===== config.mk =====
export PLATFORM = sky130hd
export DESIGN_NAME = pc_16
export DESIGN_NICKNAME = d
export VERILOG_FILES = /design/src/rtl/pc_16.sv
export SDC_FILE = /design/constraint.sdc
export NUM_CORES = 1
export LEC_CHECK = 0
export BUFFER_PORTS_ARGS = -buffer_cell sky130_fd_sc_hd__buf_2
export CAP_MARGIN = 20
export CORE_MARGIN = 2
export CORE_UTILIZATION = 49
export CTS_CLUSTER_DIAMETER = 120
export DETAILED_ROUTE_END_ITERATION = 10
export MAX_ROUTING_LAYER = met4
export PLACE_DENSITY = 0.85
export SETUP_SLACK_MARGIN = 0.15
export SLEW_MARGIN = 20
export SYNTH_ARGS = -nofsm -noshare
export SYNTH_HDL_FRONTEND = slang
export SYNTH_SLANG_ARGS = --single-unit

===== constraint.sdc =====
create_clock -name clk -period 2.9 [get_ports clk]
set_clock_uncertainty 0.15 [all_clocks]
set_input_delay 0.29 -clock clk [delete_from_list [all_inputs] [get_ports clk]]
set_output_delay 0.29 -clock clk [all_outputs]
set_load 0.02 [all_outputs]

===== src/rtl/pc_16.sv =====
// pc_16: Hack-style 16-bit program counter with jump evaluation.
// Picks reset, jump target, increment or hold at each rising edge.
module pc_16 (
  input  logic        clk,
  input  logic        reset,
  input  logic [15:0] in,
  input  logic        c_instr,
  input  logic [2:0]  jmp,
  input  logic        zr,
  input  logic        ng,
  input  logic        inc,
  output logic        taken,
  output logic [15:0] out,
  output logic        jumped
);

  logic [15:0] out_q, out_d;
  logic        jumped_q, jumped_d;
  logic        pos;

  assign pos   = ~ng & ~zr;
  assign taken = c_instr & ((jmp[2] & ng)
                          | (jmp[1] & zr)
                          | (jmp[0] & pos));

  // Reset beats jump beats increment; a jump ignores a stall.
  always_comb begin
    out_d    = out_q;
    jumped_d = 1'b0;
    if (reset) begin
      out_d = 16'h0000;
    end else if (taken) begin
      out_d    = in;
      jumped_d = 1'b1;
    end else if (inc) begin
      out_d = out_q + 16'h0001;
    end
  end

  always_ff @(posedge clk) begin
    out_q    <= out_d;
    jumped_q <= jumped_d;
  end

  assign out    = out_q;
  assign jumped = jumped_q;

endmodule

Yosys cells after proc, flatten, opt, wreduce, memory -nomap -nowiden --
Index checks and enable logic that the tools add are counted.
Operators by class: $add $sub $neg 1, multiplexer cells 3, bitwise gates (word level) 9, reduce and logical (&&, ||, !) cells 1
Operators by type and width (number):
- two-way mux 16 bit | 2
- adder 16 x 1 -> 16 bit (second input constant) | 1
- bitwise AND 1 bit | 5
- NOT 1 bit | 2
- bitwise OR 1 bit | 2
- nonzero test 2 bit | 1
- two-way mux 1 bit | 1
Word-level totals: register bits after elaboration 17, bits of input ports 25, output and inout bits 18, logic and storage cells 16

Longest topological paths before layout --
Gate-level depths: netlist (run 1).
depth in word-level cells 6, mapped depth 5, mapped depth without buffers 5

Least setup slack after synthesis (run 1) --
No wires, ideal clock.
kind input-to-output, from input port jmp[2], to output port taken, data arrival time 1.250 ns, data required time 2.460 ns, path slack 1.210 ns, stages on the path 4, cell sequence a22o_1 > o21ai_1 > clkbuf_1 > inv_1
On the way: cells in the longest elaborated chain, start to end 4
Ends and longest elaborated chain:
- start: declaration | line 8 | input logic [2:0] jmp,
- bitwise AND 1 bit | line 22 | assign taken = c_instr & ((jmp[2] & ng)
- bitwise OR 1 bit | line 23 | | (jmp[1] & zr)
- bitwise OR 1 bit | line 24 | | (jmp[0] & pos));
- bitwise AND 1 bit | line 22
- end: declaration | line 12 | output logic taken,
No other way between the ends.

Final worst setup path (run 1) --
Same ends and word-level chain as after synthesis.

==> out/qor.txt, run 1 <==
RSZ-0062 raised after global routing: no
main combinational cell family by area after synthesis: simple AND/OR/NAND/NOR gates
Syn. warnings: 0
Worst VDD drop: 0.000240 V
MaxCap Viol Count: 0
distinct cell type count after synthesis: 24
CTS tree: done
Clock Pin Slew Worst Setup and Hold Paths: 0.10 ns
Root Buffer: clkbuf_4
CTS Buffer Depth: 2
Synth top area share: 36.5%
largest net degree at the start of global routing: 35
Startpoint Class: input port
Max stage delay on crit path: 0.32 ns
core area: 1760 µm²
via/cell ratio: 5.20
H-tree Lvls: 1
Placer Congestion: 0.812
Post-DP HPWL: 1540 µm
Reg2Reg Setup Slack: 1.21 ns
leak pwr: 0.490 nW
total global routing overflow: 0
Reg-to-Reg End: out[15]
Routed WL per cell: 12.0 µm
DRC viols: 0
row count: 15
Internal: 0.360 mW
Hold-fix buffers, CTS: 0
cell family with most CP delay: buffers and inverters
share of cells above drive strength 1: 38.9%
most frequent cells in the layout: buf_2 (42), nor2_1 (18), dfxtp_1 (17)
Post-Route WL: 2030 µm
Antenna diodes: 0
Die Height: 47.6 µm
Area Growth Syn to Fin: 27.1%
Synth Area in Compound Gates: 16.0%
Final Hold Vio Count: 0
worst slew pin tran: 0.360 ns
Syn Nets: 129
initial antenna violation count: 0
mux cell area share after synthesis: 1.07%
Crit-path slowest cell: buf_4
Max Clk Rate: 585 MHz
switching fraction of total power: 32.2%
setup bufs post-CTS: 0
worst skew pair latency: 0.28 ns
WHS Endpoint: out[3]
sum of negative setup slack: 0 ns
commonest non-fill, non-tap cell in the layout: buf_2
Max Slew Vio Count: 0
Worst path most repeated cell: buf_2
die area: 2270 µm²
FF-to-FF Start: out[2]
CTS Sinks: 17
Power Dens Cells: 448 nW/µm²
CTS Buf Count: 3
Setup crit end kind: output pin
Net Sw Power: 0.171 mW
Cells after Synth: 103
first-pass GRT wire length: 3090 µm
port bufs: 42
Initial Utilization: 52.8%
combinational power share: 23.1%
Final Critical Period: 1.71 ns
Max FO, Critical Path: 34
Mean Syn Cell Area: 9.05 µm²
Post-Synth Adder-Cell Area: 1.34%
Worst Min Path Start: in[3]
post-synthesis sequential area ratio: 36.5%
dominant cells by area after synthesis: dfxtp_1 (37%), a211oi_1 (10%), xnor2_1 (10%)
R2R depth: 4
number of synthesized register bits: 17
fin crit share: 58.9%
hold path depth: 3
number of buffers and inverters on the critical path: 4
Worst Path Required: 2.46 ns
IO Count: 43
worst-path cell chain: buf_2 -> a22o_1 -> o21ai_2 -> buf_4 -> inv_1 -> buf_2
Worst EP arrival: 1.27 ns
total track usage: 19.6%
NumNets Final: 171
cts repair resizes: 0
final hold slack: 0.132 ns
Max-Slew Margin vs Limit: 75.8%
Clk pwr share: 23.7%
mapped cell area: 932 µm²
final setup violation count: 0
outcome: finished clean
via count: 878
Post-Synth XOR/XNOR Area: 14.1%
Util after Layout: 67.2%
Synth area leader: dfxtp_1
HP Class: in2reg
sequential share of power: 53.3%
Antenna Violating Nets Remaining: 0
Crit Path Class: in2out
simple-gate portion of the synthesized area: 27.0%
drt pass-1 iters: 4
Die X: 47.6 µm
vias in the first global route: 733
drt first-iter violations: 14
==> synth_stat cells <==
master,count
a211oi_1,13
buf_2,3
xor2_1,4
mux2i_1,1
nor3_1,4
nand2_2,1
dfxtp_1,17
ha_1,1
nand4_1,4
nor4_2,3
clkbuf_1,2
nand4_4,2
nand2_1,3
xnor2_1,11
nor4_1,2
nor3b_1,1
a211oi_2,3
a22o_1,1
nor2_1,18
o21ai_1,1
and3_1,1
buf_1,1
nand3_1,3
inv_1,3
==> layer usage <==
| layer | share of wire [%] | global-route usage, % | vias up |
|---|---|---|---|
| li1 | - | - | 458 |
| met1 | 46 | 23.2 | 387 |
| met2 | 48 | 33.5 | 31 |
| met3 | 5.8 | 3.40 | 2 |
| met4 | 0.74 | 6.49 | 0 |
| met5 | 0 | - | - |
==> cell families after synthesis <==
family	count (synthesis)
AOI/OAI and AO/OA	18
and+or+nand+nor	42
adders and majority gates	1
DFF	17
xor gates and xnor gates	15
muxes	1
buffers and inverters	9
==> sequential cells by signal, indices dropped and copies added (netlist names) <==
signal	count
out	16
jumped	1
==> worst reg2reg max path, stage by stage, from the launching register on <==
cell and delay [ns]:
dfxtp_1 0.48, nand4_4 0.22, nor4_1 0.43, xnor2_1 0.13
a211oi_2 0.22
==> per-stage QoR <==
stage / cells / power (mW) / setup WS (ns) / instance area [µm²]
6_report: 169 / 0.530 / 1.19 / 1180
5_1_grt: 169 / 0.559 / 1.08 / 1180
4_1_cts: 169 / 0.533 / 1.18 / 1180
3_5_place_dp: 165 / 0.411 / 1.19 / 1160
3_3_place_gp: 165 / 0.406 / 1.21 / 1160
2_1_floorplan: 103 / 0.364 / 1.21 / 932
==> how the worst max path moves through the flow <==
stage                start  endpoint  slack [ns]  cells past startpoint
CTS                 out[2]   out[15]        1.18                      4
detailed placement  jmp[2]     taken        1.19                      6
floorplan           jmp[2]     taken        1.21                      4
global placement    jmp[2]     taken        1.21                      6
finish              jmp[2]     taken        1.19                      6
global route        out[3]   out[15]        1.08                      4
==> area by class of cell <==
cell class	count	area [µm²]
well taps	25	31.3
fillers	173	579
repair buffers	43	218
clock buffers	4	26.3
inverters	3	11.3
multi-input cells	77	558
flip-flops and latches	17	340
==> power by group through the flow <==
stage	Sequential, mW	Clock [mW]	Combinational, mW
after global placement	0.286	0	0.120
final	0.283	0.126	0.122
after CTS	0.283	0.127	0.124
after global routing	0.286	0.140	0.134
after floorplan	0.308	0	0.0560
after detailed placement	0.288	0	0.123
(Power assumes the default switching activity.)
==> run 2: changes to the inputs <==
- CORE_UTILIZATION: 49 -> 45
- PLACE_DENSITY: 0.85 -> 0.79
- clock period: 2.9 -> 1.8 ns (I/O delays scaled with it)
==> run 2 against run 1 <==
Compared with the run above:
- clock power increased by 62%
- first-iteration DRC count is 79% lower
- setup slack worse by 0.91 ns
- final cell count rose by 2.4%
- utilization decreased by 3.8 points
- total power rose by 64%
- flip-flop and latch count unchanged
- critical path depth shrank 1
- die area up 8.1%
==> out/qor.txt, run 2 (synthesis gave the netlist of run 1 again) <==
outcome: finished clean
CTS tree: done
Post-Route WL: 2090 µm (+3.1%)
CTS Buf Count: 3 (unchanged)
Clk pwr share: 23.3% (-0.4 points)
Power Dens Cells: 701 nW/µm² (+57%)
worst slew pin tran: 0.339 ns (-0.0211 ns)
Clock Pin Slew Worst Setup and Hold Paths: 0.10 ns (about the same)
Max FO, Critical Path: 6 (-82%)
CTS Sinks: 17 (unchanged)
IO Count: 43 (unchanged)
Max Slew Vio Count: 0 (unchanged)
Die Height: 49.5 µm (+4.0%)
Die X: 49.5 µm (+4.0%)
Final Critical Period: 1.52 ns
NumNets Final: 173 (+1.2%)
FF-to-FF Start: out[0]
Final WS setup: 0.276 ns (-0.914 ns)
Routed WL per cell: 12.1 µm (+0.67%)
WHS Endpoint: out[1]
Antenna Violating Nets Remaining: 0 (unchanged)
HP Class: in2reg
share of cells above drive strength 1: 45.9% (+7.0 points)
initial antenna violation count: 0 (unchanged)
Final Hold Vio Count: 0 (unchanged)
DRC viols: 0 (unchanged)
Reg-to-Reg End: out[12]
Setup crit end kind: flop
Antenna diodes: 0 (unchanged)
max FFs per register: 16 (unchanged)
largest net degree at the start of global routing: 35 (unchanged)
sum of negative setup slack: 0 ns (unchanged)
Worst VDD drop: 0.000432 V (+80%)
Startpoint Class: flop
via count: 910 (+3.6%)
via/cell ratio: 5.26 (+1.2%)
Post-DP HPWL: 1570 µm (+2.1%)
H-tree Lvls: 1 (unchanged)
total track usage: 18.5% (-1.1 points)
first-pass GRT wire length: 3390 µm (+9.8%)
core area: 1960 µm² (+11%)
drt first-iter violations: 3 (-11)
combinational power share: 24.3% (+1.2 points)
Initial Utilization: 47.5% (-5.3 points)
leak pwr: 0.508 nW (+3.6%)
final setup violation count: 0 (unchanged)
CTS Buffer Depth: 2 (unchanged)
total global routing overflow: 0 (unchanged)
Net Sw Power: 0.280 mW (+64%)
Worst Path Required: 1.87 ns (-0.59 ns)
Area Growth Syn to Fin: 33.4%
hold path depth: 3 (unchanged)
fill count: 187 (+8.1%)
Max Clk Rate: 656 MHz
worst skew pair latency: 0.29 ns (about the same)
fin crit share: 84.6%
setup slack at placement: 0.154 ns (-1.04 ns)
most frequent cells in the layout: buf_2 (42), nor2_1 (18), a211oi_1 (13)
sequential share of power: 52.4% (-0.9 points)
Max-Slew Margin vs Limit: 77.4% (+1.6 points)
Root Buffer: clkbuf_4
Worst Min Path Start: in[1]
drt pass-1 iters: 4 (unchanged)
row count: 16 (+1)
commonest non-fill, non-tap cell in the layout: buf_2
MaxCap Viol Count: 0 (unchanged)
RSZ-0062 raised after global routing: no
Internal: 0.592 mW (+64%)
die area: 2450 µm² (+8.1%)
Crit Path Class: reg2reg
switching fraction of total power: 32.2% (-0.032 points)
Worst EP arrival: 1.59 ns (+0.32 ns)
Reg2Reg Setup Slack: 0.28 ns (-0.93 ns)
Placer Congestion: 0.731 (-10%)
port bufs: 42 (unchanged)
R2R depth: 5 (+1)
vias in the first global route: 780 (+6.4%)
## run 2: cell types whose count changed in the layout (fill, tap and decap cells not counted), moves of 2 or more
cell and delta:
dfxtp_2 +7, dfxtp_1 -7, nor4_1 -2, nor4_2 +2
## run 2: metal layers
metal  GRT usage, %  routed length, µm
met5              -                  0
met4           8.33                 49
met3           1.82                116
met2           33.3               1010
met1           20.6                912
## run 2: worst max path at each step
stage / slack [ns] / to / start
after floorplan: 0.16 / out[14] / out[2]
after global placement: 0.27 / out[14] / out[0]
after detailed placement: 0.15 / out[14] / out[2]
after CTS: 0.16 / out[15] / out[2]
after global routing: 0.17 / out[13] / out[3]
final: 0.28 / out[12] / out[0]
## run 2: critical path, cell delays in order (launching register included)
cell	delay (ns)
dfxtp_2	0.40
ha_1	0.20
nand2_2	0.12
nor4_2	0.26
xnor2_1	0.12
a211oi_2	0.20
## run 2: repair_timing
item | in CTS | in global routing
endpoints found under the setup margin | 1 | 8
gates resized for setup | 1 | 9
hold buffers | 0 | 1
buffers inserted | 0 | 0
endpoints found under the hold margin | 0 | 1
## run 2: area by class of cell
class | instances | area (µm²) | area share, %
multi-input combinational | 77 | 576 | 46.3
sequential | 17 | 349 | 28.1
timing repair buffer | 45 | 248 | 19.9
tap | 27 | 33.8 | 2.72
clock buffer | 4 | 26.3 | 2.11
inverter | 3 | 11.3 | 0.905
## run 2: stage by stage
stage / power [mW] / util, % / cell area, µm² / hold slack (ns) / instances
global placement: 0.664 / 60.2 / 1180 / 0.319 / 168
global route: 0.922 / 63.4 / 1240 / 0.0103 / 173
floorplan: 0.587 / - / 932 / 0.213 / 103
detailed placement: 0.671 / 60.2 / 1180 / 0.325 / 168
finish: 0.872 / 63.4 / 1240 / 0.00901 / 173
CTS: 0.872 / 61.9 / 1210 / 0.0139 / 172
## run 2: power groups by stage
stage	Sequential [mW]	Combinational (mW)	Clock [mW]
final	0.457	0.212	0.204
after global routing	0.462	0.231	0.229
after CTS	0.453	0.211	0.209
after detailed placement	0.461	0.210	0
after global placement	0.458	0.206	0
after floorplan	0.496	0.0902	0
==> run 3: changes to the inputs <==
- clock period: 1.8 -> 1.5 ns (I/O delays scaled with it)
==> run 3 against run 2 <==
Compared with the run above:
- the run now ends with negative setup slack left
- final cell count increased by 16%
- sequential power increased by 22%
- critical path depth decreased by 1
==> out/qor.txt, run 3 (synthesis gave the netlist of run 1 again) <==
Clock Pin Slew Worst Setup and Hold Paths: 0.11 ns (about the same)
CTS tree: done
cell area after layout: 1680 µm² (+35%)
outcome: complete, but fails checks
total global routing overflow: 0 (unchanged)
Final Hold Vio Count: 0 (unchanged)
Die Height: 49.5 µm (unchanged)
via/cell ratio: 5.57 (+5.9%)
final hold slack: 0.0193 ns (+0.0103 ns)
RSZ-0062 raised after global routing: yes
Max-Slew Margin vs Limit: 76.0% (-1.4 points)
core area: 1960 µm² (unchanged)
Antenna Violating Nets Remaining: 0 (unchanged)
hold path depth: 3 (unchanged)
Net Sw Power: 0.408 mW (+45%)
Worst Path Required: 1.55 ns (-0.32 ns)
worst slew pin tran: 0.360 ns (+0.0206 ns)
R2R depth: 4 (-1)
Crit-path slowest cell: dfxtp_4
cell family with most CP delay: simple AND/OR/NAND/NOR gates
largest net degree at the start of global routing: 35 (unchanged)
worst skew pair latency: 0.29 ns (about the same)
NumNets Final: 201 (+16%)
Routed WL per cell: 17.3 µm (+43%)
worst-path cell chain: nand4_4 -> nor4_2 -> xnor2_1 -> a211oi_1
combinational power share: 32.0% (+7.7 points)
most frequent cells in the layout: buf_2 (41), nor2_1 (18), a211oi_1 (13), dlygate4sd3_1 (13), buf_4 (13)
HP Class: in2reg
H-tree Lvls: 1 (unchanged)
first-pass GRT wire length: 3770 µm (+11%)
Max FO, Critical Path: 5 (-1)
commonest non-fill, non-tap cell in the layout: buf_2
number of buffers and inverters on the critical path: 0 (unchanged)
Area Growth Syn to Fin: 79.9%
initial antenna violation count: 0 (unchanged)
share of cells above drive strength 1: 56.3% (+10 points)
die area: 2450 µm² (unchanged)
Power Dens Cells: 712 nW/µm² (+1.5%)
switching fraction of total power: 34.2% (+2.0 points)
Post-DP HPWL: 1500 µm (-4.4%)
Clk pwr share: 21.3% (-2.0 points)
CTS Sinks: 17 (unchanged)
Final Critical Period: 1.51 ns (-0.0135 ns)
drt first-iter violations: 34 (+31)
IO Count: 43 (unchanged)
drt pass-1 iters: 4 (unchanged)
Setup crit end kind: flop
Root Buffer: clkbuf_4
max FFs per register: 16 (unchanged)
Worst VDD drop: 0.000602 V (+39%)
Placed Area: 1260 µm² (+6.7%)
Max Slew Vio Count: 0 (unchanged)
port bufs: 42 (unchanged)
Die X: 49.5 µm (unchanged)
CP Depth: 4 (-1)
Placer Congestion: 0.757 (+3.6%)
Crit Path Class: reg2reg
Final Power: 1.19 mW (+37%)
DRC viols: 0 (unchanged)
Worst EP arrival: 1.56 ns (-0.03 ns)
sequential share of power: 46.7% (-5.7 points)
CTS Buffer Depth: 2 (unchanged)
total track usage: 20.6% (+2.1 points)
Antenna diodes: 0 (unchanged)
leak pwr: 0.743 nW (+46%)
Startpoint Class: flop
failing checks: negative setup slack
fin crit share: 101% (+16 points)
Max Clk Rate: 662 MHz (+0.89%)
Initial Utilization: 47.5% (unchanged)
row count: 16 (unchanged)
Internal: 0.786 mW (+33%)
final setup violation count: 1 (+1)
MaxCap Viol Count: 0 (unchanged)
Post-Route WL: 3480 µm (+66%)
Max stage delay on crit path: 0.40 ns (about the same)
via count: 1,120 (+23%)
CTS Buf Count: 3 (unchanged)
vias in the first global route: 871 (+12%)
sum of negative setup slack: -0.0101 ns (-0.0101 ns)
Final WS setup: -0.0101 ns (-0.287 ns)
==> run 3: cell types whose count changed in the layout (fill, tap and decap cells not counted), sizes merged <==
cell and delta:
clkbuf +1, buf +14, dlygate4sd3 +12, nand4 +1
==> run 3: what timing repair did <==
action / 4_1_cts / 5_1_grt
buffers inserted: 0 / 15
pin swaps: 1 / 17
cloned: 1 / 1
hold buffers: 13 / 0
hold endpoints to repair: 13 / 0
endpoints found under the setup margin: 8 / 13
gates resized for setup: 2 / 16
==> run 3: final timing paths <==
kind                              start      end  slack [ns]
worst max-delay path             out[4]  out[11]       -0.01
worst min-delay path             in[15]  out[15]        0.02
worst max register to register   out[4]  out[11]       -0.01
worst min register to register  out[15]  out[15]        0.44
==> run 3: layout make-up <==
class	instances	area, µm²
Multi-Input combinational cell	78	709
Timing Repair Buffer	72	512
Sequential cell	17	384
Fill cell	110	285
Tap cell	27	33.8
Clock buffer	4	26.3
Inverter	3	11.3
==> run 3: worst reg2reg max path: stages, from the launching register on <==
cell and delay (ns):
dfxtp_4 0.40, nand4_4 0.21, nor4_2 0.29, xnor2_1 0.11, a211oi_1 0.27
==> run 3: per-layer routing <==
layer  global-route usage, %  part of all wire (%)  wire length (µm)
met3                    3.94                   4.7               164
met2                    37.2                    55              1900
met4                    5.56                   1.4                50
met1                    23.2                    39              1370
met5                       -                     0                 0
==> run 3: power by group through the flow <==
| stage | logic (mW) | registers, mW | clock network [mW] |
|---|---|---|---|
| after global routing | 0.407 | 0.561 | 0.290 |
| after floorplan | 0.114 | 0.604 | 0 |
| final | 0.382 | 0.557 | 0.254 |
| after detailed placement | 0.250 | 0.563 | 0 |
| after CTS | 0.278 | 0.561 | 0.257 |
| after global placement | 0.247 | 0.560 | 0 |
==> run 3: metrics by stage <==
step | cells | utilization (%) | worst slack, ns
after floorplan | 103 | - | 0.0932
after global placement | 167 | 64.2 | 0.0704
after detailed placement | 167 | 64.2 | 0.0586
after CTS | 185 | 73.5 | 0.0411
after global routing | 201 | 85.5 | -0.0836
final | 201 | 85.5 | -0.0101
